<file path="src/rtl/ram_port_arbiter.sv">
// Two-requester round-robin arbiter in front of one single-port RAM with a
// 1-cycle registered read. Registers the winning command onto the RAM port.
module ram_port_arbiter #(
    parameter int AW = 8,
    parameter int DW = 8
) (
    input  logic          clk,
    input  logic          nrst,
    input  logic          req_a,
    input  logic          we_a,
    input  logic [AW-1:0] adr_a,
    input  logic [DW-1:0] din_a,
    output logic          gnt_a,
    output logic          rvalid_a,
    input  logic          req_b,
    input  logic          we_b,
    input  logic [AW-1:0] adr_b,
    input  logic [DW-1:0] din_b,
    output logic          gnt_b,
    output logic          rvalid_b,
    output logic [DW-1:0] rdata,
    output logic          ram_ce,
    output logic          ram_we,
    output logic [AW-1:0] ram_adr,
    output logic [DW-1:0] ram_din,
    input  logic [DW-1:0] ram_dout
);

    typedef enum logic {OWN_A = 1'b0, OWN_B = 1'b1} owner_t;

    typedef struct packed {
        logic   valid;
        owner_t owner;
    } tag_t;

    owner_t        ptr;
    tag_t          tag1, tag2;
    logic          grant;
    owner_t        winner;
    logic          win_we;
    logic [AW-1:0] win_adr;
    logic [DW-1:0] win_din;

    // Grants are held off while in reset so no command can transfer then.
    always_comb begin
        // NOTE: every output of this block gets a default first, so no path
        // leaves it unassigned and no latch is inferred.
        gnt_a = 1'b0;
        gnt_b = 1'b0;
        if (nrst) begin
            if (req_a && (!req_b || ptr == OWN_A))
                gnt_a = 1'b1;
            else if (req_b)
                gnt_b = 1'b1;
        end
    end

    assign grant   = gnt_a | gnt_b;
    assign winner  = gnt_b ? OWN_B : OWN_A;
    assign win_we  = gnt_b ? we_b  : we_a;
    assign win_adr = gnt_b ? adr_b : adr_a;
    assign win_din = gnt_b ? din_b : din_a;

    always_ff @(posedge clk or negedge nrst) begin
        // NOTE: non-blocking assignments so every register samples the
        // pre-edge values, independent of statement order.
        if (!nrst) begin
            ptr     <= OWN_A;
            ram_ce  <= 1'b0;
            ram_we  <= 1'b0;
            ram_adr <= '0;
            ram_din <= '0;
            tag1    <= '0;
            tag2    <= '0;
        end else begin
            ram_ce <= grant;
            if (grant) begin
                ptr     <= (winner == OWN_A) ? OWN_B : OWN_A;
                ram_we  <= win_we;
                ram_adr <= win_adr;
                ram_din <= win_din;
            end
            // Stage1 covers the RAM access cycle, stage2 the cycle dout is valid.
            tag1 <= '{valid: grant && !win_we, owner: winner};
            tag2 <= tag1;
        end
    end

    assign rvalid_a = tag2.valid && (tag2.owner == OWN_A);
    assign rvalid_b = tag2.valid && (tag2.owner == OWN_B);
    assign rdata    = ram_dout;

endmodule

</file>
<file path="config.mk">
export PLATFORM = sky130hd
export DESIGN_NAME = ram_port_arbiter
export DESIGN_NICKNAME = d
export VERILOG_FILES = /design/src/rtl/ram_port_arbiter.sv
export SDC_FILE = /design/constraint.sdc
export NUM_CORES = 1
export LEC_CHECK = 0
export CAP_MARGIN = 20
export CELL_PAD_IN_SITES_DETAIL_PLACEMENT = 1
export CELL_PAD_IN_SITES_GLOBAL_PLACEMENT = 2
export CORE_MARGIN = 8
export CORE_UTILIZATION = 16
export CTS_CLUSTER_DIAMETER = 150
export DETAILED_ROUTE_END_ITERATION = 10
export GPL_ROUTABILITY_DRIVEN = 0
export PLACE_DENSITY = 0.79
export SKIP_CTS_REPAIR_TIMING = 1
export SLEW_MARGIN = 20
export SYNTH_ARGS = -nofsm -noshare
export SYNTH_HDL_FRONTEND = slang
export SYNTH_SLANG_ARGS = --single-unit
</file>
<file path="constraint.sdc">
create_clock -name clk -period 1.2 [get_ports clk]
set_input_delay 0.12 -clock clk [delete_from_list [all_inputs] [get_ports clk]]
set_output_delay 0.12 -clock clk [all_outputs]
set_load 0.01 [all_outputs]
</file>
==> results_dict.tcl, run 1 <==
set metrics [dict create \
    fin_ws_ns -0.0474 \
    grt_use_total_pct 8.25 \
    finClkSkew_ns 0.000888 \
    drt_iter0_markers 41 \
    avgRoutedWirePerCell_um 17.3 \
    cp_num_cells 3 \
    grt_pass1_wl_um 6440 \
    overflow 0 \
    ios 76 \
    drtPass1Iterations 4 \
    grt_antenna_before_repair 0 \
    crit_chain "and2b_4 -> nor2_4 -> clkbuf_2" \
    final_max_slew_viol_count 0 \
    cpLargestDelayFamily "flip-flops" \
    p_seq_share_pct 41.3 \
    cap_violations 0 \
    cts_tree "yes" \
    clock_latency_ns 0.27 \
    start_util_pct 16.5 \
    worst_setup_path_end_kind "output pin" \
    chipHeight_um 99.4 \
    nets 234 \
    post-route-period-util_pct 104 \
    die_x_um 99.4 \
    pwr-share-clk_pct 22.2 \
    ys_seq_area_share_pct 51.7 \
    finish.instance_area_sq_um 2130 \
    finalHoldViolations 0 \
    setup_violations 9 \
    relSlewSlack_pct 84.0 \
    dpl_worst_slack_ns -0.483 \
    clkTransAtPathRegs_ns 0.08 \
    antenna_left 0 \
    drive_above_1_share_pct 25.7 \
    grt_pass1_vias 1234 \
    leakagePower_uw 0.000987 \
    slowest_stage "dfrtp_1" \
    rsz0062_at_grt "yes" \
    ys_ff_latch 23 \
    critical_path_buf_inv_count 1 \
    hp-class "input pin to output pin" \
    syn_area_sq_um 1110 \
    period_minus_slack_ns 1.25 \
    cts.sinks 23 \
    crit_path_max_incr_delay_ns 0.39 \
    fill_cells 772 \
    violations "negative setup slack" \
    r2r_slack_ns -0.02 \
    yosys_warnings 0 \
    syn_nets 168 \
    area_growth_pct 91.9 \
    ir_worst_vdd_mv 0.493 \
    crit_type "register to output pin" \
    cp.arrival_ns 1.13 \
    fp-row-count 30 \
    core-area_sq_um 6760 \
    num_vias 1166 \
    h-tree-depth 1 \
    holdPathStages 0 \
    dpl_cell_area_sq_um 1810 \
    fin_util_pct 31.6 \
    totalWireLength_um 4610 \
    crit_required_ns 1.08 \
    drc 0 \
    place_hpwl_um 3210 \
    p_switching_uw 663 \
    fin_setup_tns_ns -0.178 \
    p_per_area_nw_per_um2 1040 \
    combinationalPowerShare_pct 36.5 \
    ys_types 16 \
    max_clock_freq_ghz 0.802 \
    syn_inst 122 \
    intPower_uw 1560 \
    avgSynthCellArea_sq_um 9.12 \
    worstRegToRegCells 6 \
    avgViaCountPerCell 4.37 \
    n_antenna_cell 0 \
    numCtsBuffers 3 \
    p_total_uw 2230 \
    swShare_pct 29.8 \
    tightest_slew_ns 0.240 \
    path_max_fanout 2 \
    clockRootBuffer "clkbuf_8" \
    grt_max_degree 37 \
    cts_buffer_depth 2 \
    run_status "finished, violations left" \
    dieArea_sq_um 9880 \
    start_kind "register" \
    port_buffers 59 \
]
[power groups by stage]
stage                     sequential (uW)  clock, uW  combinational [uW]
after global placement                935          0                 693
after CTS                             925        511                 701
final                                 920        494                 811
after detailed placement              941          0                 699
after global routing                  935        553                 880
after floorplan                       978          0                 237
[layout by cell type, fill, tap and decap left out, drive strengths merged, types with 2 or more instances in the layout]
| cell type | n |
|---|---|
| clkbuf | 6 |
| nand2 | 3 |
| dfrtp | 23 |
| dlymetal6s2s | 22 |
| a31oi | 17 |
| clkdlybuf4s50 | 35 |
| nand3 | 17 |
| dlygate4sd3 | 2 |
| buf | 17 |
| o21ai | 18 |
| nor2 | 18 |
| and2 | 2 |
[synthesized netlist by cell type, drive strengths merged]
master | instances | area [sq um]
a31oi | 17 | 106
clkbuf | 1 | 5.00
nor2b | 1 | 6.26
and2 | 2 | 12.5
and2b | 1 | 10.0
nor2 | 18 | 67.6
o21ai | 18 | 90.1
a21oi | 1 | 5.00
o21a | 1 | 7.51
dfrtp | 23 | 576
buf | 17 | 118
nand2b | 1 | 6.26
nand3 | 17 | 85.1
nand2 | 3 | 11.3
and3 | 1 | 6.26
[layout make-up]
class | count | area [sq um] | share of cell area [%]
multi-input combinational | 81 | 528 | 24.7
sequential | 23 | 576 | 27.0
timing repair buffer | 79 | 885 | 41.4
tap | 80 | 100 | 4.69
clock inverter | 1 | 5.00 | 0.234
clock buffer | 3 | 41.3 | 1.93
[path summary, 6_finish.rpt]
| check | start | to |
|---|---|---|
| setup / recovery | ptr | gnt_b |
| hold / removal | ram_dout[1] | rdata[1] |
| setup reg to reg | ptr | ram_din[6] |
| hold reg to reg | tag1[0] | tag2[0] |
| max in group asynchronous | nrst | ram_din[3] |
| min in group asynchronous | nrst | ptr |
[per-layer routing]
layer | global-route usage [%] | vias up | wire, um
met2 | 14.5 | 31 | 2420
met5 | 0 | - | 0
met1 | 9.57 | 578 | 1980
met4 | 1.28 | 0 | 21
met3 | 2.79 | 2 | 189
li1 | - | 555 | -
[metrics by stage]
step | cells | hold WS, ns
finish | 267 | 0.240
global route | 267 | 0.240
CTS | 262 | 0.171
detailed placement | 258 | 0.240
global placement | 258 | 0.240
floorplan | 122 | -0.176
[state kept, by name, summed over array words and instances (netlist names)]
register / count
tag1: 2
ram_we: 1
tag2: 2
ram_din: 8
ram_ce: 1
ptr: 1
ram_adr: 8
[kinds of logic after synthesis]
family                 synth area share [%]
flip-flops                             51.7
AO/OA/AOI/OAI                          18.8
AND/OR/NAND/NOR                        18.4
buffers and inverters                  11.0
No activity file was read; power rests on OpenSTA's default activity.
==> inputs of run 2 (changes only) <==
--- a/config.mk
+++ b/config.mk
@@ -5,15 +5,15 @@
 export SDC_FILE = /design/constraint.sdc
 export NUM_CORES = 1
 export LEC_CHECK = 0
-export CAP_MARGIN = 20
 export CELL_PAD_IN_SITES_DETAIL_PLACEMENT = 1
 export CELL_PAD_IN_SITES_GLOBAL_PLACEMENT = 2
+export CORE_ASPECT_RATIO = 2
 export CORE_MARGIN = 8
-export CORE_UTILIZATION = 16
+export CORE_UTILIZATION = 20
 export CTS_CLUSTER_DIAMETER = 150
 export DETAILED_ROUTE_END_ITERATION = 10
 export GPL_ROUTABILITY_DRIVEN = 0
-export PLACE_DENSITY = 0.79
+export PLACE_DENSITY = 0.91
 export SKIP_CTS_REPAIR_TIMING = 1
 export SLEW_MARGIN = 20
 export SYNTH_ARGS = -nofsm -noshare
==> constraint.sdc (replaced) <==
create_clock -name clk -period 1.55 [get_ports clk]
set_input_delay 0.155 -clock clk [delete_from_list [all_inputs] [get_ports clk]]
set_output_delay 0.155 -clock clk [all_outputs]
set_load 0.01 [all_outputs]
==> results_dict.tcl, run 2 (same netlist as run 1, synthesis figures left out) <==
set metrics [dict create \
    core-area_sq_um 5420 \
    ios 76 \
    dieArea_sq_um 8350 \
    run_status "complete, no violations" \
    drive_above_1_share_pct 10.1 \
    drt_iter0_markers 38 \
    cap_violations 0 \
    clkTransAtPathRegs_ns 0.08 \
    final_cells 239 \
    nets 226 \
    cts.sinks 23 \
    final_cell_mix "clkdlybuf4s50_1 (57), dfrtp_1 (23), o21ai_0 (18)" \
    fin_ws_ns 0.115 \
    dpl_cell_area_sq_um 1750 \
    fill_cells 649 \
    post-route-period-util_pct 92.6 \
    drc 0 \
    final_max_slew_viol_count 0 \
    antenna_left 0 \
    overflow 0 \
    dpl_worst_slack_ns -0.200 \
    hp-class "input pin to asynchronous set/reset pin" \
    n_antenna_cell 0 \
    totalWireLength_um 3970 \
    p_per_area_nw_per_um2 880 \
    finClkSkew_ns 0.00168 \
    fp-row-count 38 \
    grt_max_degree 19 \
    whs_ns 0.290 \
    crit_type "register to output pin" \
    finish.instance_area_sq_um 1800 \
    placed_cells 235 \
    cts_buffer_depth 2 \
    leakagePower_uw 0.000733 \
    tightest_slew_ns 0.236 \
    die_x_um 68.7 \
    start_kind "register" \
    area_growth_pct 61.8 \
    ir_worst_vdd_mv 0.513 \
    clock_latency_ns 0.26 \
    chipHeight_um 121 \
    max_clock_freq_ghz 0.697 \
    h-tree-depth 1 \
    port_buffers 59 \
    path_max_fanout 2 \
    num_vias 1088 \
    final_common_cell "clkdlybuf4s50_1" \
    drtPass1Iterations 4 \
    reg_top3 "ram_adr (8), ram_din (8)" \
    numCtsBuffers 3 \
    crit_required_ns 1.39 \
    grt_pass1_vias 1268 \
    setup_violations 0 \
    grt_pass1_wl_um 6220 \
    finalHoldViolations 0 \
    clockRootBuffer "clkbuf_8" \
    cp.arrival_ns 1.28 \
    period_minus_slack_ns 1.44 \
    relSlewSlack_pct 84.2 \
    worst_setup_path_end_kind "output pin" \
    grt_use_total_pct 9.66 \
    start_util_pct 20.5 \
    place_hpwl_um 3230 \
    avgRoutedWirePerCell_um 16.6 \
    rsz0062_at_grt "no" \
    grt_antenna_before_repair 0 \
    avgViaCountPerCell 4.55 \
    cts_tree "yes" \
]
==> run 2: cell types whose count changed in the layout (fill, tap and decap cells not counted), sizes merged <==
cell           previous run  this run
clkdlybuf4s50            35        57
dlygate4sd3               2         0
buf                      17        12
dlymetal6s2s             22         2
clkbuf                    6         3
==> run 2: power breakdown <==
group          internal (uW)  switching, uW
Clock                    179            187
Sequential               676           42.9
Combinational            287            213
==> run 2: per-stage QoR <==
step	power [uW]	setup TNS, ns	utilization (%)
floorplan	941	0	-
global placement	1230	-0.233	32.2
detailed placement	1240	-0.480	32.2
CTS	1620	-0.342	33.1
global route	1680	0	33.2
finish	1580	0	33.2
==> run 2: cell type report <==
| cell class | count | area [sq um] | area share [%] |
|---|---|---|---|
| Timing Repair Buffer | 71 | 686 | 38.1 |
| Sequential cell | 23 | 576 | 32.0 |
| Multi-Input combinational cell | 81 | 417 | 23.2 |
| Tap cell | 60 | 75.1 | 4.17 |
| Clock buffer | 3 | 41.3 | 2.29 |
| Clock inverter | 1 | 5.00 | 0.278 |
==> run 2: metal layers <==
layer,part of all wire [%],global-route usage [%]
met1,35,9.70
met2,56,18.6
met3,7.7,1.76
met4,0.73,2.78
met5,0,0
==> run 2: worst max-delay path: stages (launching register included) <==
cell and delay [ns]:
dfrtp_1 0.38, nor2b_1 0.10, clkdlybuf4s50_1 0.55
==> run 2: worst paths after layout <==
check                           cells after the start          to  slack, ns        start
worst max register to register                      4     tag1[1]       0.24          ptr
min in group clk                                    0    rdata[0]       0.31  ram_dout[0]
worst min-delay path                                2  ram_adr[5]       0.29         nrst
worst min register to register                      0     tag2[1]       0.37      tag1[1]
max in group asynchronous                           2     tag1[0]       1.00         nrst
worst max-delay path                                2    rvalid_a       0.11      tag2[0]
==> RTL edit, RTL diff (settings of run 1) <==
Set the parameter `AW` to 9 (it was 8).
--- a/src/rtl/ram_port_arbiter.sv
+++ b/src/rtl/ram_port_arbiter.sv
@@ -2,5 +2,5 @@
 // 1-cycle registered read. Registers the winning command onto the RAM port.
 module ram_port_arbiter #(
-    parameter int AW = 8,
+    parameter int AW = 9,
     parameter int DW = 8
 ) (
Interface: changed (resized adr_a, adr_b and ram_adr); port bits go from 76 to 79. No check against the original RTL was run, so the function may have changed too.
==> RTL edit against run 1 <==
- worst setup slack better by 0.049 ns
- utilization is 2.0 points lower
- via count up 3.4%
- sequential cell count increased by 1
- total power grew 7.5%
- global-route usage is 0.22 points lower
- routed wire length increased by 6.9%
- final area rose by 5.6%
- area after synthesis rose by 11%
- synthesized cell count grew 5.7%
- cell count is 12% higher
- critical path type unchanged
- critical endpoint is now gnt_a
- largest cell class unchanged
==> RTL edit: results (changes against run 1) <==
| Metric | Value |
|---|---|
| Deepest clock path buffer count | `2 (unchanged)` |
| Vias | `1206 (was 1166)` |
| Crit Path Max Fanout | `3 (was 2)` |
| Pre-CTS setup slack | `-0.492 ns (was -0.483 ns)` |
| Final wirelength | `4920 um (was 4610 um)` |
| Initial DRC Count | `25 (was 41)` |
| Vias in the first global route | `1275 (was 1234)` |
| Syn_nets | `177 (was 168)` |
| Primary FF master, synth | `dfrtp_1 (unchanged)` |
| Worst IR Drop VDD | `0.309 mV (was 0.493 mV)` |
| Post-synthesis sequential area ratio | `48.6% (was 51.7%)` |
| GR Util All Layers | `8.03% (was 8.25%)` |
| Fin nets | `245 (was 234)` |
| Port bufs | `62 (was 59)` |
| DRT Pass-1 Iters | `3 (was 4)` |
| XOR/XNOR Fraction of Synth Area | `0% (unchanged)` |
| Status | `finished clean (was complete, but fails checks)` |
| TritonCTS buffer count | `3 (unchanged)` |
| Switch Pwr | `695 uW (was 663 uW)` |
| Critical Path Max Stage Delay | `0.42 ns (was 0.39 ns)` |
| Initial antenna violation count | `0 (unchanged)` |
| Worst EP arrival | `1.08 ns (was 1.13 ns)` |
| Placed inst area | `0.00192 mm2 (was 0.00181 mm2)` |
| Worst Skew | `0.0103 ns (was 0.000888 ns)` |
| Main area contributors after synthesis | `dfrtp_1 (49%), a31oi_1 (9.1%), nand3_1 (6.9%), buf_4 (6.1%), nor2_1 (5.8%) (was dfrtp_1 (52%), a31oi_1 (9.6%), buf_4 (8.8%), o21ai_0 (8.1%), nand3_1 (7.6%))` |
| Min-delay worst type | `primary input to flop (was primary input to output pin)` |
| Share of layout cells above drive strength 1 | `21.4% (was 25.7%)` |
| Fillers | `876 (was 772)` |
| Fin cells | `298 (was 267)` |
| Mux contribution to synthesized area | `0% (unchanged)` |
| H-tree depth | `1 (unchanged)` |
| Biggest regs | `ram_adr: 9 flops, ram_din: 8 flops (was ram_adr: 8 flops, ram_din: 8 flops)` |
| Actual slew at the worst max-slew pin | `0.256 ns (was 0.240 ns)` |
| Clock-pin slew on the worst setup and hold paths | `0.10 ns (was 0.08 ns)` |
| Worst skew pair latency | `0.27 ns (about the same)` |
| Global-route wire length before repair | `6960 um (was 6440 um)` |
| Largest net degree at the start of global routing | `25 (was 37)` |
| Most frequent cells after synthesis | `dfrtp_1 (24), nor2_1 (19), a31oi_1 (18), nand3_1 (17) (was dfrtp_1 (23), nor2_1 (18), o21ai_0 (18), a31oi_1 (17), nand3_1 (17))` |
| Kind of cell adding the most delay to the critical path | `flip-flops (unchanged)` |
| Static Leak | `1.04 nW (was 0.987 nW)` |
| Synth cell types | `19 (was 16)` |
| Dpl cells | `285 (was 258)` |
| Crit-path slowest cell | `dfrtp_1 (unchanged)` |
| Post-Syn Instances | `129 (was 122)` |
| Yosys Warn Count | `0 (unchanged)` |
| Compound-gate portion of the synthesized area | `17.9% (was 18.8%)` |
| Detailed Place HPWL | `3380 um (was 3210 um)` |
RTL edit: changes by cell type after synthesis, sizes merged:
cell           run 1  this run
nand3             17        18
clkbuf             1         0
buf               17        20
o21ai             18        19
dfrtp             23        24
a31oi             17        18
nor2              18        19
and2b              1         0
nor2b              1         2
RTL edit: layer usage:
metal / part of all wire, % / track usage (%) / wire [um]
met1: 41 / 9.12 / 2020
met2: 52 / 13.7 / 2560
met3: 6.0 / 2.54 / 297
met4: 0.95 / 3.10 / 47
met5: 0 / 0 / 0
RTL edit: cell families (layout without fill, tap and decap cells):
kind of cell | after synthesis | count (layout)
AOI/OAI and AO/OA | 39 | 39
buffers and inverters | 20 | 87
DFF | 24 | 24
and+or+nand+nor | 46 | 46
RTL edit: layout make-up:
| cell class | count | area (um2) | area share (%) |
|---|---|---|---|
| timing repair buffer | 83 | 955 | 42.4 |
| sequential | 24 | 601 | 26.7 |
| multi-input combinational | 85 | 515 | 22.9 |
| tap | 102 | 128 | 5.66 |
| clock buffer | 4 | 55.1 | 2.44 |
RTL edit: path summary, 6_finish.rpt:
path | startpoint | to | slack, ns | cells past startpoint
setup / recovery | ptr | gnt_a | 0.002 | 3
hold / removal | nrst | ptr | 0.23 | 3
setup reg to reg | ptr | ram_adr[8] | 0.04 | 5
hold reg to reg | tag1[0] | tag2[0] | 0.36 | 0
max in group asynchronous | nrst | ram_we | 0.51 | 3
min in group asynchronous | nrst | ram_adr[1] | 0.47 | 3
RTL edit: power by group through the flow:
stage                     clock network [mW]  registers (mW)  logic, mW
final                                  0.569           0.966      0.857
after global routing                   0.619           0.983      0.929
after CTS                              0.587           0.973      0.721
after detailed placement                   0           0.989      0.718
after global placement                     0           0.985      0.708
after floorplan                            0            1.02      0.291
